[config.mk]
export PLATFORM = sky130hd
export DESIGN_NAME = snitch_fpu_wb
export DESIGN_NICKNAME = d
export VERILOG_FILES = /design/src/rtl/snitch_pkg.sv /design/src/rtl/snitch_fpu_wb_int_reg.sv /design/src/rtl/snitch_fpu_wb.sv
export SDC_FILE = /design/constraint.sdc
export NUM_CORES = 1
export LEC_CHECK = 0
export ABC_AREA = 1
export CAP_MARGIN = 30
export CORE_AREA = 2 2 117 119
export DETAILED_ROUTE_END_ITERATION = 12
export DIE_AREA = 0 0 119 121
export GPL_ROUTABILITY_DRIVEN = 0
export GPL_TIMING_DRIVEN = 0
export PLACE_DENSITY = 0.77
export SYNTH_ARGS = -nofsm -noshare
export SYNTH_HDL_FRONTEND = slang
export SYNTH_SLANG_ARGS = --single-unit
[constraint.sdc]
create_clock -name clk_i -period 3.4 [get_ports clk_i]
set_input_delay 0.51 -clock clk_i [delete_from_list [all_inputs] [get_ports clk_i]]
set_output_delay 0.51 -clock clk_i [all_outputs]
set_load 0.02 [all_outputs]
[src/rtl/snitch_pkg.sv]
// ============================================================================
// Module      : snitch_pkg
// Description : Shared types and constants for the FPU writeback stage.
// Revision    : 1.0 - initial release
// ============================================================================
`default_nettype none

package snitch_pkg;

  // Width of the accrued IEEE exception flags (NV, DZ, OF, UF, NX).
  localparam int FFLAGS_W = 5;

  // Tag that travels with every FPU operation.
  typedef struct packed {
    logic       rsvd;
    logic       int_dst;
    logic [4:0] rd;
  } fpu_tag_t;

endpackage

`default_nettype wire

[src/rtl/snitch_fpu_wb_int_reg.sv]
// ============================================================================
// Module      : snitch_fpu_wb_int_reg
// Description : One-entry valid/ready output register. Accepts a new word
//               whenever empty or draining the same cycle, giving full
//               throughput with one cycle of latency.
// Revision    : 1.0 - initial release
// ============================================================================
`default_nettype none

module snitch_fpu_wb_int_reg #(
  parameter int DW = 37
) (
  input  logic          clk_i,
  input  logic          rst_i,
  input  logic          in_valid_i,
  output logic          in_ready_o,
  input  logic [DW-1:0] in_data_i,
  output logic          out_valid_o,
  input  logic          out_ready_i,
  output logic [DW-1:0] out_data_o
);

  logic          r_valid;
  logic [DW-1:0] r_data;

  // A slot is free when empty or when the current word leaves this cycle.
  assign in_ready_o  = ~r_valid | out_ready_i;
  assign out_valid_o = r_valid;
  assign out_data_o  = r_data;

  // Hold the entry until the consumer takes it; reload on every accept.
  always_ff @(posedge clk_i or posedge rst_i) begin
    if (rst_i) begin
      r_valid <= 1'b0;
      r_data  <= '0;
    end else begin
      if (in_valid_i && in_ready_o) begin
        r_valid <= 1'b1;
        r_data  <= in_data_i;
      end else if (out_ready_i) begin
        r_valid <= 1'b0;
      end
    end
  end

endmodule

`default_nettype wire

[src/rtl/snitch_fpu_wb.sv]
// ============================================================================
// Module      : snitch_fpu_wb
// Description : FPU writeback stage. Steers FPU results by tag to the FP
//               register file (arbitrated against FP loads with starvation
//               protection) or to a registered integer result stream. Also
//               accrues sticky fflags and keeps the FP pending scoreboard.
// Revision    : 1.0 - initial release
// ============================================================================
`default_nettype none

module snitch_fpu_wb
  import snitch_pkg::*;
#(
  parameter int FLEN     = 64,
  parameter int MaxStall = 4
) (
  input  logic                clk_i,
  input  logic                rst_i,
  input  logic [FLEN-1:0]     fpu_result_i,
  input  logic [FFLAGS_W-1:0] fpu_status_i,
  input  logic [6:0]          fpu_tag_i,
  input  logic                fpu_valid_i,
  output logic                fpu_ready_o,
  input  logic [FLEN-1:0]     lsu_data_i,
  input  logic [4:0]          lsu_rd_i,
  input  logic                lsu_valid_i,
  output logic                lsu_ready_o,
  output logic                fpr_we_o,
  output logic [4:0]          fpr_waddr_o,
  output logic [FLEN-1:0]     fpr_wdata_o,
  output logic                int_valid_o,
  input  logic                int_ready_i,
  output logic [4:0]          int_rd_o,
  output logic [31:0]         int_data_o,
  input  logic                sb_set_i,
  input  logic [4:0]          sb_rd_i,
  output logic [31:0]         sb_busy_o,
  output logic [FFLAGS_W-1:0] fflags_o,
  input  logic                fflags_clr_i
);

  localparam logic [3:0] c_max_stall = 4'(MaxStall);

  fpu_tag_t              w_tag;
  logic                  w_fpu_valid;
  logic                  w_lsu_valid;
  logic                  w_fpu_fp;
  logic                  w_fpu_int;
  logic                  w_force_fpu;
  logic                  w_lsu_win;
  logic                  w_fpu_win;
  logic                  w_int_in_ready;
  logic                  w_fpu_accept;
  logic [31:0]           w_sb_set_mask;
  logic [31:0]           w_sb_clr_mask;
  logic                  w_unused_tag_rsvd;
  logic [3:0]            r_stall_cnt;
  logic [31:0]           r_sb_busy;
  logic [FFLAGS_W-1:0]   r_fflags;

  assign w_tag             = fpu_tag_i;
  assign w_unused_tag_rsvd = w_tag.rsvd;

  // Nothing is consumed while reset is held, so every output reads zero.
  assign w_fpu_valid = fpu_valid_i & ~rst_i;
  assign w_lsu_valid = lsu_valid_i & ~rst_i;

  assign w_fpu_fp  = w_fpu_valid & ~w_tag.int_dst;
  assign w_fpu_int = w_fpu_valid &  w_tag.int_dst;

  // Loads normally win; after MaxStall consecutive losses the FPU is forced.
  assign w_force_fpu = (r_stall_cnt == c_max_stall);
  assign w_lsu_win   = w_lsu_valid & ~(w_fpu_fp & w_force_fpu);
  assign w_fpu_win   = w_fpu_fp & ~w_lsu_win;

  assign lsu_ready_o  = w_lsu_win;
  assign fpu_ready_o  = w_fpu_win | (w_fpu_int & w_int_in_ready);
  assign w_fpu_accept = w_fpu_valid & fpu_ready_o;

  // Zero-latency FP register-file write port driven by the arbitration winner.
  always_comb begin
    fpr_we_o    = 1'b0;
    fpr_waddr_o = '0;
    fpr_wdata_o = '0;
    if (w_lsu_win) begin
      fpr_we_o    = 1'b1;
      fpr_waddr_o = lsu_rd_i;
      fpr_wdata_o = lsu_data_i;
    end else if (w_fpu_win) begin
      fpr_we_o    = 1'b1;
      fpr_waddr_o = w_tag.rd;
      fpr_wdata_o = fpu_result_i;
    end
  end

  // Count consecutive FPU losses; any FPU win or idle FPU restarts the count.
  always_ff @(posedge clk_i or posedge rst_i) begin
    if (rst_i) begin
      r_stall_cnt <= '0;
    end else if (w_fpu_fp && w_lsu_win) begin
      r_stall_cnt <= r_stall_cnt + 4'd1;
    end else begin
      r_stall_cnt <= '0;
    end
  end

  // Sticky flags: a CSR clear takes effect before the same-cycle accrual.
  always_ff @(posedge clk_i or posedge rst_i) begin
    if (rst_i) begin
      r_fflags <= '0;
    end else if (fflags_clr_i) begin
      r_fflags <= w_fpu_accept ? fpu_status_i : '0;
    end else if (w_fpu_accept) begin
      r_fflags <= r_fflags | fpu_status_i;
    end
  end

  assign fflags_o = r_fflags;

  assign w_sb_set_mask = sb_set_i ? (32'h1 << sb_rd_i) : 32'h0;
  assign w_sb_clr_mask = fpr_we_o ? (32'h1 << fpr_waddr_o) : 32'h0;

  // Pending scoreboard: writeback clears, issue sets, set wins on collision.
  always_ff @(posedge clk_i or posedge rst_i) begin
    if (rst_i) begin
      r_sb_busy <= '0;
    end else begin
      r_sb_busy <= (r_sb_busy & ~w_sb_clr_mask) | w_sb_set_mask;
    end
  end

  assign sb_busy_o = r_sb_busy;

  snitch_fpu_wb_int_reg #(
    .DW (37)
  ) u_int_reg (
    .clk_i       (clk_i),
    .rst_i       (rst_i),
    .in_valid_i  (w_fpu_int),
    .in_ready_o  (w_int_in_ready),
    .in_data_i   ({w_tag.rd, fpu_result_i[31:0]}),
    .out_valid_o (int_valid_o),
    .out_ready_i (int_ready_i),
    .out_data_o  ({int_rd_o, int_data_o})
  );

  // Only one source may own the FP write port in any cycle.
  a_one_writer: assert property (@(posedge clk_i) disable iff (rst_i)
    !(w_lsu_win && w_fpu_win));

  // A stalled integer result must not change under the consumer.
  a_int_stable: assert property (@(posedge clk_i) disable iff (rst_i)
    (int_valid_o && !int_ready_i) |=> ($stable(int_data_o) && $stable(int_rd_o)));

endmodule

`default_nettype wire

After elaboration in Yosys (flattened, before gate mapping)

Cells that the tools add are included.

Logic and storage cells: 47
Bits in registers: 79
Output and inout bits: 147

$add $sub $neg: 1
Shift operators: 2
Reduce and logical (&&, ||, !) cells: 4
Bitwise logic cells: 20
Equal/unequal tests: 1
Mux-type cells: 14

Operator list:

| cell                 | number |
|---|---|
| $mux 64              | 2 |
| $mux 32              | 2 |
| $shl 1x5->32 const A | 2 |
| $and 32x32->32       | 1 |
| $not 32->32          | 1 |
| $or 32x32->32        | 1 |
| $mux 5               | 5 |
| $and 1x1->1          | 9 |
| $not 1->1            | 5 |
| $or 5x5->5           | 1 |
| $add 4x1->4 const B  | 1 |
| $eq 4x3->1 const B   | 1 |
| $mux 1               | 4 |
| $mux 4               | 1 |
| $reduce_bool 2->1    | 2 |
| $logic_and 1x1->1    | 2 |
| $or 1x1->1           | 2 |

Longest topological paths before layout

Gate-level depths: netlist of the first run.

Word-level depth: 15
Gate-level depth with buffers: 12
Mapped depth without buffers: 12

Modules after synthesis

Synthesis of the first run repeated with hierarchy kept, for this count alone.

Cells, all modules: 530
Area, all modules: 4350.4 µm²

By module, submodules not included:

| module                | cells each | instances | area an instance (µm²) |
|---|---|---|---|
| snitch_fpu_wb         | 364        | 1         | 2812.7 |
| snitch_fpu_wb_int_reg | 166        | 1         | 1537.7 |

Worst setup path after synthesis of the first run

No wires, ideal clock.

Path type: input port to output port
From: input port rst_i
To: output port fpr_wdata_o[10]
Cell stages on the path: 7
Data arrival time: 2.732 ns
Path buffers: 2
Slack: 0.158 ns
Required time: 2.890 ns
Cell sequence: inv_2 -> nand3b_1 -> a21oi_2 -> buf_6 -> inv_1 -> clkbuf_1 -> o21ai_0

Word-level cells in the longest chain between the ends: 10
Elaborated cells on any way between the ends: 11
Classes of those cells: mux: 2; bitwise: 9

RTL lines:

| item            | RTL line                                 | source |
|---|---|---|
| start, declared | snitch_fpu_wb.sv:18                      | `input logic rst_i,` |
| $not 1->1 *     | snitch_fpu_wb.sv:65, snitch_fpu_wb.sv:66 |  |
| $and 1x1->1     | snitch_fpu_wb.sv:65                      | `assign w_fpu_valid = fpu_valid_i & ~rst_i;` |
| $and 1x1->1     | snitch_fpu_wb.sv:68                      | `assign w_fpu_fp = w_fpu_valid & ~w_tag.int_dst;` |
| $and 1x1->1     | snitch_fpu_wb.sv:73                      | `assign w_lsu_win = w_lsu_valid & ~(w_fpu_fp & w_force_fpu);` |
| $not 1->1       | snitch_fpu_wb.sv:73                      |  |
| $and 1x1->1     | snitch_fpu_wb.sv:73                      |  |
| $not 1->1       | snitch_fpu_wb.sv:74                      | `assign w_fpu_win = w_fpu_fp & ~w_lsu_win;` |
| $and 1x1->1     | snitch_fpu_wb.sv:74                      |  |
| $mux 64         | snitch_fpu_wb.sv:89                      | `end else if (w_fpu_win) begin` |
| $mux 64 *       | snitch_fpu_wb.sv:85                      | `if (w_lsu_win) begin` |
| end, declared   | snitch_fpu_wb.sv:30                      | `output logic [FLEN-1:0] fpr_wdata_o,` |

Every way passes the cells marked *; elsewhere a longest branch is shown, timed or not.

Worst setup path after layout of the first run

From: input port rst_i
To: output port fpr_wdata_o[41]

Same word-level chain as after synthesis.

==> results.sh, run 1 <==
export IMPL_status="complete, no violations"
export IMPL_hold_viol=0
export IMPL_reg2reg_depth=13
export IMPL_synth_nets=703
export IMPL_drtPass1Iterations=8
export IMPL_cp_top_family="buffers and inverters"
export IMPL_grt_total_usage_pct=24.96
export IMPL_min_from="sb_busy_o[1]"
export IMPL_cp_depth=9
export IMPL_core_um2=13090
export IMPL_dpl_hpwl_mm=14.46
export IMPL_start_util_pct=32.67
export IMPL_seqPwrFrac_pct=32.9
export IMPL_syn_area_per_cell_um2=7.859
export IMPL_timing_rr_end="sb_busy_o[16]"
export IMPL_setup_violations=0
export IMPL_ys_async_sr_fraction_pct=100.0
export IMPL_die_area_um2=14400
export IMPL_clk_pin_slew_ps=60
export IMPL_peakVddDrop_v=0.0002692
export IMPL_ys_seq_area_share_pct=46.24
export IMPL_cts_hold_fix_buffers=0
export IMPL_r2r_slack_ps=1450
export IMPL_netlist_area_um2=4275
export IMPL_drv_cap=0
export IMPL_port_buffers=298
export IMPL_synth_cell_types=25
export IMPL_nets=1020
export IMPL_ys_seq_elements=79
export IMPL_swShare_pct=30.79
export IMPL_dieHeight_um=121
export IMPL_crit_chain="clkdlybuf4s50_1, inv_4, buf_16, nand3b_1, a21oi_2, buf_6, clkbuf_4, a22o_1, clkdlybuf4s50_1"
export IMPL_max_freq_mhz=304.8
export IMPL_hp_class="flop to flop"
export IMPL_synth_edff_count=0
export IMPL_htreeDepth=3
export IMPL_cts_root_buf="clkbuf_16"
export IMPL_cpPeakStageDelay_ps=590
export IMPL_crit_top_cell="clkdlybuf4s50_1"
export IMPL_pre_cts_slack_ps=-671.3
export IMPL_worst_clock_skew_ps=8.972
export IMPL_final_core_util_pct=60.89
export IMPL_wl_per_cell_um=17.42
export IMPL_min_period_over_period_pct=96.49
export IMPL_via_per_inst=4.768
export IMPL_cts_path_max_buffers=2
export IMPL_syn2layout_area_growth_pct=86.36
export IMPL_crit_fanout=18
export IMPL_tightest_slew_ps=617.3
export IMPL_pwr_share_clk_pct=32.1
export IMPL_crit_slowest_cell="clkdlybuf4s50_1"
export IMPL_first_iter_violations=302
export IMPL_numCtsBuffers=9
export IMPL_period_needed_ps=3281
export IMPL_crit_start="rst_i"
export IMPL_worst_setup_path_end_kind="output pin"
export IMPL_antenna_found_initial=8
export IMPL_grt_pass1_vias=4828
export IMPL_power_density_nw_per_um2=465.9
export IMPL_drt_total_wl_mm=18.24
export IMPL_worstPathArrival_ps=2770
export IMPL_syn_instance_count=544
export IMPL_clock_latency_ps=330
export IMPL_slew_violations=0
export IMPL_path_class="input pin to output pin"
export IMPL_synth_warnings=0
export IMPL_drcViolationCount=0
export IMPL_tritoncts="yes"
export IMPL_rows=42
export IMPL_required_ps=2890
export IMPL_die_w_um=119
export IMPL_grt_first_pass_wirelength_mm=27.41
export IMPL_synth_ff_type="dfrtp_1"
export IMPL_grt_start_max_net_pins=37
export IMPL_pwr_share_comb_pct=35.0
export IMPL_final_common_cell="clkdlybuf4s50_1"
export IMPL_power_switching_uw=1143
export IMPL_path_buf_inv=6
export IMPL_finalWorstSetupSlack_ps=119.3
export IMPL_p_int_uw=2569
export IMPL_hold_end="sb_busy_o[1]"
export IMPL_relSlewSlack_pct=58.46
export IMPL_r2r_start="r_stall_cnt[0]"
export IMPL_layout_common_cells="247 x clkdlybuf4s50_1, 173 x nand2_1, 79 x dfrtp_1, 67 x o21ai_0, 53 x inv_1"
export IMPL_drive_above_1_share_pct=9.469
export IMPL_final_antenna_net_count=0
export IMPL_p_leak_uw=0.003790
export IMPL_hold_depth=2
export IMPL_cp_start_kind="input pin"
export IMPL_overflow=0
export IMPL_io_pins=304
export IMPL_num_vias=4992
export IMPL_clkSinkCount=79
## cell usage after synthesis (2+ instances only)
cell type    n  area (µm²)
nand3_1     19       95.09
dfrtp_1     79        1977
nor2_1      18       67.56
a22o_1      32       280.3
o21ai_0     70       350.3
nand2_4      4       45.04
mux2_2       5       56.30
nand2_2      7       43.79
ha_1         2       25.02
nand4_1     25       156.4
inv_2        7       26.28
buf_2        9       45.04
nor4_1       6       37.54
nand2_1    173       649.4
clkbuf_1    20       75.07
inv_1       53       198.9
nor2_4       5       56.30
buf_4        3       22.52
## registers in the layout (all words and copies together) (netlist names)
signal,flops
sb_busy_o,32
u_int_reg.out_data_o,37
u_int_reg.out_valid_o,1
r_stall_cnt,4
fflags_o,5
## logic make-up (layout without fill, tap and decap cells)
family,count (synthesis),in the layout,share of synthesized area [%]
adders and majority gates,2,2,0.5852
AOI/OAI and AO/OA,104,104,15.34
other,0,5,0
buffers and inverters,93,415,8.867
and+or+nand+nor,259,259,27.25
xor gates and xnor gates,2,2,0.4098
DFF,79,79,46.24
muxes,5,5,1.317
## metrics by stage
stage	hold WS (ps)	cells	total power (µW)	setup TNS [ps]	instance area [µm²]
floorplan	452.0	544	1781	0	4275
global placement	455.4	1018	2524	-127920	7478
detailed placement	457.0	1019	2544	-32650	7508
CTS	472.0	1037	3733	0	7883
global route	491.8	1044	3875	-0.7447	7960
finish	466.5	1047	3712	0	7968
## layout make-up
cell class | count | area, µm²
diodes | 5 | 12.51
plain buffers | 33 | 186.4
clock buffers | 11 | 242.7
clock inverters | 5 | 128.9
fillers | 1166 | 5117
inverters | 60 | 227.7
multi-input cells | 372 | 1926
flip-flops and latches | 79 | 1977
well taps | 176 | 220.2
repair buffers | 306 | 3047
## worst max path at each step
stage / to
global route: fpr_wdata_o[35]
floorplan: fpr_wdata_o[10]
CTS: fpu_ready_o
detailed placement: fpr_wdata_o[25]
global placement: fpr_wdata_o[25]
finish: fpr_wdata_o[41]
## repair_timing
action                                  CTS  global route
pin swaps                                 0             1
setup buffers                             1             4
endpoints found under the setup margin   71            63
gates cloned                              1             1
resized for setup                        58            36
## layer usage
metal | share of wire (%) | wire length [µm] | vias to the layer above | global-route usage (%)
li1 | - | - | 2433 | -
met1 | 39 | 7022 | 2308 | 29.53
met2 | 50 | 9100 | 217 | 42.28
met3 | 9.7 | 1760 | 28 | 9.164
met4 | 1.8 | 321 | 6 | 7.738
met5 | 0.18 | 32 | - | 0
## power by group through the flow
stage / combinational [µW] / clock [µW] / sequential (µW)
after floorplan: 339 / 0 / 1440
after global placement: 1290 / 0 / 1230
after detailed placement: 1310 / 0 / 1230
after CTS: 1300 / 1210 / 1220
after global routing: 1380 / 1250 / 1240
final: 1300 / 1190 / 1220
## worst register-to-register path: stages, from the launching register on
cell and delay (ps):
dfrtp_1 410, inv_1 70, ha_1 160, inv_1 50
nor2_1 150, nand2_2 120, nand2_2 110, o21ai_4 100
buf_4 140, inv_2 90, buf_4 190, nand4_1 130
nand2_1 90, nand2_1 50
No activity file was read; power rests on OpenSTA's default activity.
==> run 2: changes to the inputs <==
--- a/config.mk
+++ b/config.mk
@@ -6,7 +6,7 @@
 export NUM_CORES = 1
 export LEC_CHECK = 0
 export ABC_AREA = 1
-export CAP_MARGIN = 30
+export CAP_MARGIN = 20
 export CORE_AREA = 2 2 117 119
 export DETAILED_ROUTE_END_ITERATION = 12
 export DIE_AREA = 0 0 119 121
==> results of run 2 <==
Same layout as run 1: the final DEF is identical, and so are final timing and power.
